[src/rtl/store_unit.sv]
// store_unit: SB/SH/SW store path to data memory; word-crossing stores split into two beats.
// Optional MISALIGN_TRAP_EN: misaligned SH/SW are trapped (stMisalign) instead of split. Rev 1.0
`default_nettype none

module store_unit #(
  parameter int ADDR_W = 32
) (
  input  logic              clk,
  input  logic              rst_n,
  input  logic              stValid,
  output logic              stReady,
  input  logic [2:0]        LSCtrl,
  input  logic [ADDR_W-1:0] stAddr,
  input  logic [31:0]       stData,
  output logic              memReq,
  input  logic              memGnt,
  output logic [ADDR_W-1:0] memAddr,
  output logic [31:0]       memWData,
  output logic [3:0]        memWStrb,
  output logic              stDone,
  output logic              stMisalign
);

  localparam logic [2:0] LS_SB = 3'b101;
  localparam logic [2:0] LS_SH = 3'b110;
  localparam logic [2:0] LS_SW = 3'b111;

  localparam logic [1:0] IDLE  = 2'd0;
  localparam logic [1:0] BEAT0 = 2'd1;
  localparam logic [1:0] BEAT1 = 2'd2;

  logic [1:0]        state;
  logic              split;
  logic [ADDR_W-1:0] beat1_addr;
  logic [31:0]       beat1_data;
  logic [3:0]        beat1_strb;
  logic              done;

  logic              is_store;
  logic              accept;
  logic              trap;
  logic              issue;
  logic [1:0]        off;
  logic [3:0]        mask;
  logic [7:0]        strb8;
  logic [63:0]       data64;
  logic [ADDR_W-1:0] word_addr;

  assign stReady  = (state == IDLE);
  assign memReq   = (state == BEAT0) || (state == BEAT1);
  assign stDone   = done;

  assign is_store = (LSCtrl == LS_SB) || (LSCtrl == LS_SH) || (LSCtrl == LS_SW);
  assign accept   = stValid && stReady && is_store;
  assign off      = stAddr[1:0];

  always_comb begin
    mask = 4'b0001;
    case (LSCtrl)
      LS_SH:   mask = 4'b0011;
      LS_SW:   mask = 4'b1111;
      default: mask = 4'b0001;
    endcase
  end

  // Shift into a two-word window; the upper word is the spill-over beat.
  assign strb8     = {4'b0000, mask} << off;
  assign data64    = {32'h0000_0000, stData} << {off, 3'b000};
  assign word_addr = {stAddr[ADDR_W-1:2], 2'b00};

`ifdef MISALIGN_TRAP_EN
  logic misalign;

  assign trap = ((LSCtrl == LS_SH) && off[0]) || ((LSCtrl == LS_SW) && (off != 2'b00));

  always_ff @(posedge clk or negedge rst_n) begin
    if (!rst_n) begin
      misalign <= 1'b0;
    end else begin
      misalign <= accept && trap;
    end
  end

  assign stMisalign = misalign;
`else
  assign trap       = 1'b0;
  assign stMisalign = 1'b0;
`endif

  assign issue = accept && !trap;

  always_ff @(posedge clk or negedge rst_n) begin
    if (!rst_n) begin
      state      <= IDLE;
      split      <= 1'b0;
      beat1_addr <= '0;
      beat1_data <= 32'h0000_0000;
      beat1_strb <= 4'b0000;
      memAddr    <= '0;
      memWData   <= 32'h0000_0000;
      memWStrb   <= 4'b0000;
      done       <= 1'b0;
    end else begin
      done <= 1'b0;
      case (state)
        IDLE: begin
          if (issue) begin
            state      <= BEAT0;
            split      <= |strb8[7:4];
            memAddr    <= word_addr;
            memWData   <= data64[31:0];
            memWStrb   <= strb8[3:0];
            beat1_addr <= word_addr + ADDR_W'(4);
            beat1_data <= data64[63:32];
            beat1_strb <= strb8[7:4];
          end
        end
        BEAT0: begin
          if (memGnt) begin
            if (split) begin
              state    <= BEAT1;
              memAddr  <= beat1_addr;
              memWData <= beat1_data;
              memWStrb <= beat1_strb;
            end else begin
              state <= IDLE;
              done  <= 1'b1;
            end
          end
        end
        BEAT1: begin
          if (memGnt) begin
            state <= IDLE;
            done  <= 1'b1;
          end
        end
        default: state <= IDLE;
      endcase
    end
  end

endmodule

`default_nettype wire

[config.mk]
export PLATFORM = sky130hd
export DESIGN_NAME = store_unit
export DESIGN_NICKNAME = d
export VERILOG_FILES = /design/src/rtl/store_unit.sv
export SDC_FILE = /design/constraint.sdc
export NUM_CORES = 1
export LEC_CHECK = 0
export BUFFER_PORTS_ARGS = -buffer_cell sky130_fd_sc_hd__buf_2
export CORE_ASPECT_RATIO = 0.6
export CORE_MARGIN = 2
export CORE_UTILIZATION = 59
export DETAILED_ROUTE_END_ITERATION = 16
export GPL_TIMING_DRIVEN = 0
export PLACE_DENSITY = 0.86
export SETUP_SLACK_MARGIN = 0.5
export SLEW_MARGIN = 5
export SYNTH_ARGS = -nofsm -noshare
export SYNTH_HDL_FRONTEND = slang
export SYNTH_SLANG_ARGS = --single-unit
export TNS_END_PERCENT = 50
[constraint.sdc]
create_clock -name clk -period 2.7 [get_ports clk]
set_clock_uncertainty 0.1 [all_clocks]
set_input_delay 0.27 -clock clk [delete_from_list [all_inputs] [get_ports clk]]
set_output_delay 0.27 -clock clk [all_outputs]
set_load 0.01 [all_outputs]
== Yosys cells after proc, flatten, opt, wreduce, memory -nomap -nowiden ==
Cells that the tools add are included.

* Register bits after elaboration: 140
* Latch bits: 0
* RAM bits: 0
* ROM bits: 0
* Input bits: 71
* Output and inout port bits: 72
* Word-level logic and storage cells: 54
* Memories kept: 0

* Add/subtract/negate cells: 1
* Multipliers: 0
* Divide/modulo/power cells: 0
* Order comparisons: 0
* Equal/unequal tests: 9
* Shifts and indexed selects: 2
* Muxes and demuxes: 22
* Bitwise gates (word level): 0
* Reduce and logical (&&, ||, !) cells: 11

{| class="wikitable"
|+ Operator list
! operator !! number
|-
| $mux W32 || 6
|-
| $pmux W32 S2 || 2
|-
| $shl A32 B5 Y64 || 1
|-
| $add A32 B3 Y32 const B || 1
|-
| $pmux W4 S2 || 2
|-
| $mux W4 || 3
|-
| $eq A3 B3 Y1 const B || 3
|-
| $mux W2 || 4
|-
| $shl A4 B2 Y8 || 1
|-
| $ne A2 B2 Y1 const B || 3
|-
| $pmux W2 S3 || 1
|-
| $reduce_and A4 Y1 || 1
|-
| $reduce_or A4 Y1 || 1
|-
| $logic_or A1 B1 Y1 || 3
|-
| $mux W1 || 3
|-
| $reduce_and A3 Y1 || 1
|-
| $eq A2 B1 Y1 const B || 1
|-
| $eq A2 B2 Y1 const B || 1
|-
| $logic_and A1 B1 Y1 || 2
|-
| $logic_not A2 Y1 || 1
|-
| $ne A2 B1 Y1 const B || 1
|-
| $pmux W1 S2 || 1
|-
| $reduce_and A2 Y1 || 1
|-
| $reduce_bool A2 Y1 || 1
|}

== Depth between registers and ports, before layout ==
Gate-level depths: netlist of the first run.

* Word-level depth: 6
* Gate-level depth with buffers: 10
* Gate-level depth less buffers: 7

== Worst setup path after synthesis of the first run ==
OpenSTA, ideal clock, no wires.

* Path type: register -> register
* Start: register state[1]
* End: register memWData[24]
* Library setup time: 145 ps
* Arrival: 1685 ps
* Data required time: 2455 ps
* Path slack: 770 ps
* Cell stages (with the launch flop): 10
* Path buffers: 2
* Period minus slack after synthesis: 1930 ps
* Cell sequence: dfrtp_1 -> inv_1 -> ha_1 -> o2111ai_2 -> nand2_2 -> nand2_2 -> buf_4 -> buf_2 -> nand2_1 -> o41ai_2

* Longest elaborated chain between the ends: 5
* Elaborated cells on any way between the ends: 10
* Classes of those cells: eq/ne (4); mux (1); reduce/logical (5)

{| class="wikitable"
|+ Ends and longest elaborated chain
! item !! RTL line !! source
|-
| from (decl) || 32 || <nowiki>logic [1:0] state;</nowiki>
|-
| from (signal assigned) || 94 || <nowiki>state <= IDLE;</nowiki>
|-
| from (signal assigned) || 108 || <nowiki>state <= BEAT0;</nowiki>
|-
| from (signal assigned) || 121 || <nowiki>state <= BEAT1;</nowiki>
|-
| $logic_not A2 Y1 * || 49 || <nowiki>assign stReady = (state == IDLE);</nowiki>
|-
| net stReady || 11 || <nowiki>output logic stReady,</nowiki>
|-
| $logic_and A1 B1 Y1 (2 in a row) || 54 || <nowiki>assign accept = stValid && stReady && is_store;</nowiki>
|-
| $ne A2 B1 Y1 (no source line) || -- ||
|-
| $reduce_and A4 Y1 (no source line) || -- ||
|-
| to (signal assigned) || 111 || <nowiki>memWData <= data64[31:0];</nowiki>
|-
| to (signal assigned) || 123 || <nowiki>memWData <= beat1_data;</nowiki>
|-
| to (decl) || 18 || <nowiki>output logic [31:0] memWData,</nowiki>
|}

The timed path passes the listed nets; every way through them passes the cells marked *.
A chain may end at the register's enable or synchronous reset.

== Worst setup path after layout of the first run ==
* Start: register state[1]
* End: register memWData[26]

* Longest elaborated chain between the ends: 5
* Elaborated cells on any way between the ends: 10
* Classes of those cells: eq/ne (4); mux (1); reduce/logical (5)

{| class="wikitable"
|+ Ends and longest elaborated chain
! item !! RTL line
|-
| $logic_not A2 Y1 || 49, 105
|-
| $logic_and A1 B1 Y1 (2 in a row) || 54
|-
| $ne A2 B1 Y1 (no source line) || --
|-
| $reduce_and A4 Y1 (no source line) || --
|}

Parallel ways exist; a longest one is shown, timed or not.

==> impl_metrics.csv, run 1 <==
group,metric,value,unit
sta,finalSetupViolations,0,
sta,worst_slew_pin_slew,761.9,ps
setup_path,crit_chain,"inv_2 > ha_1 > buf_4 > nand3_1 > o21ai_1 > nand2_2 > buf_4 > buf_2 > nand2_1 > o41ai_2",
setup_path,crit_fanout,10,
sta,tns,0,ps
global_routing,gr-total-overflow,0,
cells_and_area,multiInputGateArea,0.003055,mm2
setup_path,end_kind,"flip-flop",
pwr,leakagePower,3.869,nW
logic_synthesis,ys_ff_latch,127,
cells_and_area,layout-drive-gt1-share,27.45,%
route,wl_per_cell,19.98,um
die,initial_utilization,60.94,%
place,place_congestion,0.9724,
cells_and_area,fin_nets,919,
run,cap_violations,0,
setup_path,slowest_delay,410,ps
route,drt_first_pass_iters,6,
logic_synthesis,ys_warn_count,0,
sta,layout_min_cycle_time,2171,ps
sta,clock.fmax,460.7,MHz
global_routing,grt_pass1_vias,5811,
status,outcome,"complete, no violations",
cts,cts-root-buf,"clkbuf_16",
place,post_dp_cell_area,0.007357,mm2
pwr,ir_drop,742.8,uV
worst_hold_path,hp-class,"primary input to flip-flop",
cells_and_area,syn2layout_area_growth,25.14,%
route,viasPerCell,6.111,
cts,cts_buffers,17,
die,coreArea,0.01060,mm2
place,port_buffers,137,
sta,rsz0062_at_grt,"yes",
setup_path,cp.required,2870,ps
global_routing,grt_first_pass_wirelength,31230,um
global_routing,antenna_found_initial,0,
sta,drv_slew,0,
cells_and_area,ff_latch_area,0.003178,mm2
setup_path,timing_worst_setup_path_type,"flip-flop to flip-flop",
logic_synthesis,netlist_area,0.006456,mm2
global_routing,grt_max_degree,99,
die,io_pins,143,
cells_and_area,layout_common_cells,"151 x buf_2, 135 x nand2_1, 127 x dfrtp_1",
pwr,powerDensity,1195,mW/mm2
die,dieArea,0.01182,mm2
cells_and_area,antenna_cells,0,
cts,clk_pin_slew_worst_paths,60,ps
sta,hold_viol,0,
logic_synthesis,synth_cells,678,
cells_and_area,final_common_cell,"buf_2",
die,die_h,85.03,um
cts,cts_tree,"done",
logic_synthesis,synth.avg_cell_area,9.522,um2
cts,clock_path_buffers,2,
global_routing,track_usage,34.55,%
cells_and_area,fillers,726,
sta,max-slew-margin-rel,49.21,%
sta,period_share,80.39,%
logic_synthesis,seq_area_frac_synth,49.22,%
route,drt_iter0_markers,659,
cts,clk_latency,420,ps
setup_path,cp_common_cell,"buf_4",
logic_synthesis,yosys.cell_types.count,44,
die,die_width,139.0,um
route,route.detailed.drc,0,
route,ant_nets,0,
cts,h-tree-depth,4,
cells_and_area,final_util,76.25,%
place,dp_hpwl,14530,um
setup_path,cpMaxStageDelayCell,"dfrtp_1",
route,dr_total_vias,6080,
die,num_rows,29,
cells_and_area,fin_area,0.008079,mm2
setup_path,critPathLaunchType,"flip-flop",
cts,cts.sinks,127,
setup_path,worstPathArrival,2340,ps
route,drt_wl_total,19880,um
cell type report:
cell class,instances,share of cell area (%)
flip-flops and latches,127,39.34
multi-input cells,496,37.82
repair buffers,144,9.494
clock buffers,21,5.575
plain buffers,51,3.020
clock inverters,11,2.323
well taps,139,2.153
inverters,6,0.2788
sequential cells by signal (all words and copies together) (netlist names):
| signal | flops |
|---|---|
| beat1_addr | 30 |
| split | 1 |
| stDone | 1 |
| beat1_strb | 3 |
| state | 2 |
| memAddr | 30 |
| beat1_data | 24 |
| memWData | 32 |
| memWStrb | 4 |
final timing paths:
check                                         start                        end  slack (ps)  depth (start not counted)
setup reg to reg               state[1]$_DFFE_PN0P_   memWData[26]$_DFFE_PN0P_         530                         10
min in group asynchronous                     rst_n    memAddr[25]$_DFFE_PN0P_         190                          2
setup / recovery               state[1]$_DFFE_PN0P_   memWData[26]$_DFFE_PN0P_         530                         10
hold reg to reg            memWData[19]$_DFFE_PN0P_   memWData[19]$_DFFE_PN0P_         370                          2
hold / removal                            stAddr[2]  beat1_addr[2]$_DFFE_PN0P_          20                          2
max in group asynchronous                     rst_n    memWStrb[1]$_DFFE_PN0P_        1540                          3
cells in the mapped netlist (all sizes together):
cell type | n | area share, %
nand2 | 137 | 8.0
dfrtp | 127 | 49
o21ai | 94 | 7.3
nor2 | 59 | 3.4
mux2i | 30 | 4.7
clkbuf | 27 | 1.6
mux2 | 26 | 4.5
a221oi | 24 | 3.3
buf | 24 | 2.0
xor2 | 18 | 2.4
nand3 | 15 | 1.2
nand4 | 11 | 1.3
xnor2 | 10 | 1.4
nor2b | 9 | 0.87
o31ai | 9 | 1.0
o41ai | 8 | 1.9
a21oi | 7 | 0.54
a22oi | 7 | 0.81
and3 | 6 | 0.58
inv | 6 | 0.35
ha | 5 | 0.97
and2 | 4 | 0.39
nor3 | 4 | 0.47
nor4 | 3 | 0.76
a211oi | 1 | 0.12
a22o | 1 | 0.14
and4 | 1 | 0.14
conb | 1 | 0.058
nand2b | 1 | 0.097
nand4b | 1 | 0.14
o2111ai | 1 | 0.23
or2 | 1 | 0.097
logic make-up after synthesis:
kind of cell,Yosys count,share of synthesized area [%]
xor gates and xnor gates,28,3.798
AOI/OAI and AO/OA,152,15.39
and+or+nand+nor,252,17.50
DFF,127,49.22
muxes,56,9.186
adders and majority gates,5,0.9690
buffers and inverters,57,3.876
other,1,0.05808
routing by layer:
metal | vias to the layer above | wire, um | track usage (%)
met3 | 34 | 2376 | 10.72
met4 | 0 | 269 | 8.173
met2 | 395 | 8542 | 49.93
met1 | 2962 | 8689 | 51.42
li1 | 2689 | - | -
met5 | - | 0 | 0
what timing repair did:
item	4_1_cts	5_1_grt
hold buffers	1	0
setup endpoints to repair	61	67
gates cloned	0	0
pin swaps	1	3
resized for setup	7	10
endpoints found under the hold margin	29	0
buffers inserted	0	5
power breakdown:
part / switching, mW / internal [mW] / leakage [nW]
Sequential: 0.478 / 2.78 / 1.60
Clock: 0.845 / 1.66 / 0.315
Combinational: 2.39 / 1.50 / 1.95
Total: 3.71 / 5.94 / 3.87
critical path: cells and delay by family (launching register included):
kind,cells,cell delay [ps]
AND/OR/NAND/NOR,3,370
flip-flops,1,410
adder cells (fa/ha/maj),1,180
AO/OA/AOI/OAI,2,210
buffers and inverters,4,730
stage by stage:
| stage | power, mW | worst slack, ps | cells | hold slack (ps) |
|---|---|---|---|---|
| after detailed placement | 6.985 | 323.6 | 957 | 64.20 |
| after global placement | 6.776 | -319.6 | 956 | 359.3 |
| after floorplan | 5.581 | 770.0 | 680 | -125.6 |
| after global routing | 10.20 | 442.9 | 995 | 18.05 |
| after CTS | 9.524 | 508.0 | 990 | 13.68 |
| final | 9.654 | 529.4 | 995 | 15.37 |
Power figures use the tool's default switching activity.
==> run 2, diff against run 1 <==
Settings changed: ABC_AREA set to 1, CORE_UTILIZATION 59 to 55, PLACE_DENSITY 0.86 to 0.8.
Clock period 2.7 ns to 2 ns, I/O delays scaled along.
==> impl_metrics.csv, run 2 <==
group,metric,value,unit
cts,cts_buffers,17,
setup_path,rr_worst_depth,8,
logic_synthesis,ys_warn_count,0,
route,dr_total_vias,7377,
logic_synthesis,seq_area_frac_synth,47.34,%
route,viasPerCell,5.736,
run,cap_violations,0,
sta,layout_setup_ws,83.03,ps
place,dp_hpwl,17010,um
logic_synthesis,yosys.cell_types.count,28,
cells_and_area,final_common_cell,"nand2_1",
cts,cts-root-buf,"clkbuf_16",
die,num_rows,31,
sta,finalSetupViolations,0,
cts,h-tree-depth,4,
logic_synthesis,synth_common_cells,"376 x nand2_1, 127 x dfrtp_1, 76 x o21ai_0, 68 x nor2_1, 63 x inv_1",
global_routing,grt_first_pass_wirelength,37170,um
setup_path,critPathLaunchType,"flip-flop",
route,route.detailed.drc,0,
place,port_buffers,139,
logic_synthesis,synthSimpleGateAreaFrac,27.57,%
sta,layout_min_cycle_time,1917,ps
logic_synthesis,ys_ff_latch,127,
sta,max-slew-margin-rel,55.82,%
status,violations,"negative hold slack",
die,die_width,146.6,um
place,pre_cts_slack,-168.2,ps
worst_hold_path,hp-class,"primary input to flip-flop",
setup_path,worstPathArrival,2110,ps
logic_synthesis,synthAdderAreaFrac,0.9320,%
logic_synthesis,synth.avg_cell_area,7.360,um2
pwr,powerDensity,1518,mW/mm2
sta,clock.fmax,521.7,MHz
cts,clock_path_buffers,2,
setup_path,crit_fanout,10,
cts,cts.sinks,127,
worst_hold_path,hold_depth,3,
route,wl_per_cell,19.41,um
cells_and_area,layout_common_cells,"365 x nand2_1, 145 x buf_2, 127 x dfrtp_1",
sta,rsz0062_at_grt,"yes",
cells_and_area,regMostFlops,"memWData",
setup_path,timing_worst_setup_path_type,"flip-flop to flip-flop",
pwr,ir_drop,961.1,uV
pwr,power,13.90,mW
cts,clk_latency,430,ps
logic_synthesis,netlist_top_cells_area,"dfrtp_1 47%, nand2_1 21%, o21ai_0 5.7%",
logic_synthesis,synth_most_common_cell,"nand2_1",
global_routing,grt_pass1_vias,6745,
logic_synthesis,async_flop_share,100.0,%
logic_synthesis,synth_mux_area_share,0,%
die,dieArea,0.01313,mm2
sta,worst_slew_pin_slew,655.7,ps
cells_and_area,syn2layout_area_growth,36.48,%
route,drt_wl_total,24960,um
setup_path,end_kind,"flip-flop",
global_routing,antenna_found_initial,0,
global_routing,gr-total-overflow,0,
setup_path,cp.required,2190,ps
route,ant_nets,0,
die,initial_utilization,56.01,%
cells_and_area,layout-drive-gt1-share,25.42,%
global_routing,track_usage,38.24,%
cells_and_area,antenna_cells,0,
sta,worst_hold_slack,-1.404,ps
logic_synthesis,ys.flop_type,"dfrtp_1",
sta,hold_viol,1,
logic_synthesis,synth_top_family_by_area,"simple AND/OR/NAND/NOR gates",
logic_synthesis,netlist_area,0.006713,mm2
logic_synthesis,synth_compound_area_share,15.19,%
die,die_h,89.58,um
logic_synthesis,synth_xor_area_share,1.305,%
route,drt_first_pass_iters,6,
die,coreArea,0.01199,mm2
sta,drv_slew,0,
logic_synthesis,synth_top_cell_area_share,47.34,%
sta,tns,0,ps
place,place_congestion,0.9992,
route,drt_iter0_markers,966,
cells_and_area,fin_nets,1184,
cts,clk_pin_slew_worst_paths,60,ps
cells_and_area,fillers,857,
cts,cts_tree,"done",
sta,period_share,95.85,%
cells_and_area,largest_register_ffs,32,
pwr,leakagePower,4.756,nW
cells_and_area,top_regs,"memWData: 32 flops, beat1_addr: 30 flops, memAddr: 30 flops",
status,outcome,"finished, violations left",
logic_synthesis,synth_edf_count,0,
logic_synthesis,synth_cells,912,
global_routing,grt_max_degree,94,
die,io_pins,143,
logic_synthesis,yosys.area.top_type,"dfrtp_1",
run 2: what timing repair did:
action                                 CTS  global route
cloned                                   4             2
resized for setup                       99            12
setup endpoints to repair              128           128
buffers inserted                        17             2
hold buffers                            10             0
pin swaps                                9             5
endpoints found under the hold margin   66             0
run 2: final timing paths:
kind / slack, ps / startpoint / end
worst max-delay path: 80 / state[1]$_DFFE_PN0P_ / memAddr[13]$_DFFE_PN0P_
worst min-delay path: -1 / stData[3] / memWData[19]$_DFFE_PN0P_
worst max register to register: 80 / state[1]$_DFFE_PN0P_ / memAddr[13]$_DFFE_PN0P_
worst min register to register: 380 / memAddr[28]$_DFFE_PN0P_ / memAddr[28]$_DFFE_PN0P_
max in group asynchronous: 890 / rst_n / memAddr[13]$_DFFE_PN0P_
min in group asynchronous: 130 / rst_n / memAddr[23]$_DFFE_PN0P_
run 2: layer usage:
metal / routed length [um] / track usage (%) / share of wire, %
met1: 11140 / 57.69 / 45
met5: 0 / 0 / 0
met2: 9719 / 50.87 / 39
met3: 3657 / 15.20 / 15
met4: 439 / 9.356 / 1.8
run 2: layout make-up:
class | instances | area, um2 | area share [%]
Buffer | 47 | 483.0 | 5.272
Multi-Input combinational cell | 673 | 3238 | 35.35
Inverter | 67 | 269.0 | 2.936
Clock buffer | 20 | 446.7 | 4.876
Sequential cell | 127 | 3178 | 34.69
Clock inverter | 12 | 209.0 | 2.281
Tap cell | 165 | 206.4 | 2.253
Timing Repair Buffer | 175 | 1131 | 12.35
run 2: through the flow:
step                      hold WS [ps]  instances  utilization [%]  instance area (um2)
after floorplan                 -195.6        914                -                 6790
after global placement           348.9       1218            64.18                 7692
after detailed placement         5.151       1219            64.46                 7726
after CTS                        1.277       1282            75.63                 9065
after global routing             20.01       1286            76.44                 9161
final                           -1.404       1286            76.44                 9161
run 2: worst max-delay path, cell delays in order (launching register included):
cell and delay, ps:
dfrtp_1 390, inv_2 120, ha_4 150, buf_8 140, clkinv_8 80, clkbuf_4 200, clkbuf_8 190, o211ai_1 310
nand2_1 90
run 2: cells by family (layout without fill, tap and decap cells):
logic type,count (synthesis),count (layout)
XOR/XNOR,10,10
buffers and inverters,114,321
other,1,3
AND/OR/NAND/NOR,476,476
adder cells (fa/ha/maj),5,5
AO/OA/AOI/OAI,179,179
flip-flops,127,127
run 2: power by group:
part / switching [mW] / internal (mW) / total, mW
Clock: 1.26 / 2.26 / 3.52
Sequential: 0.614 / 3.73 / 4.34
Combinational: 3.60 / 2.45 / 6.04
Total: 5.47 / 8.43 / 13.9
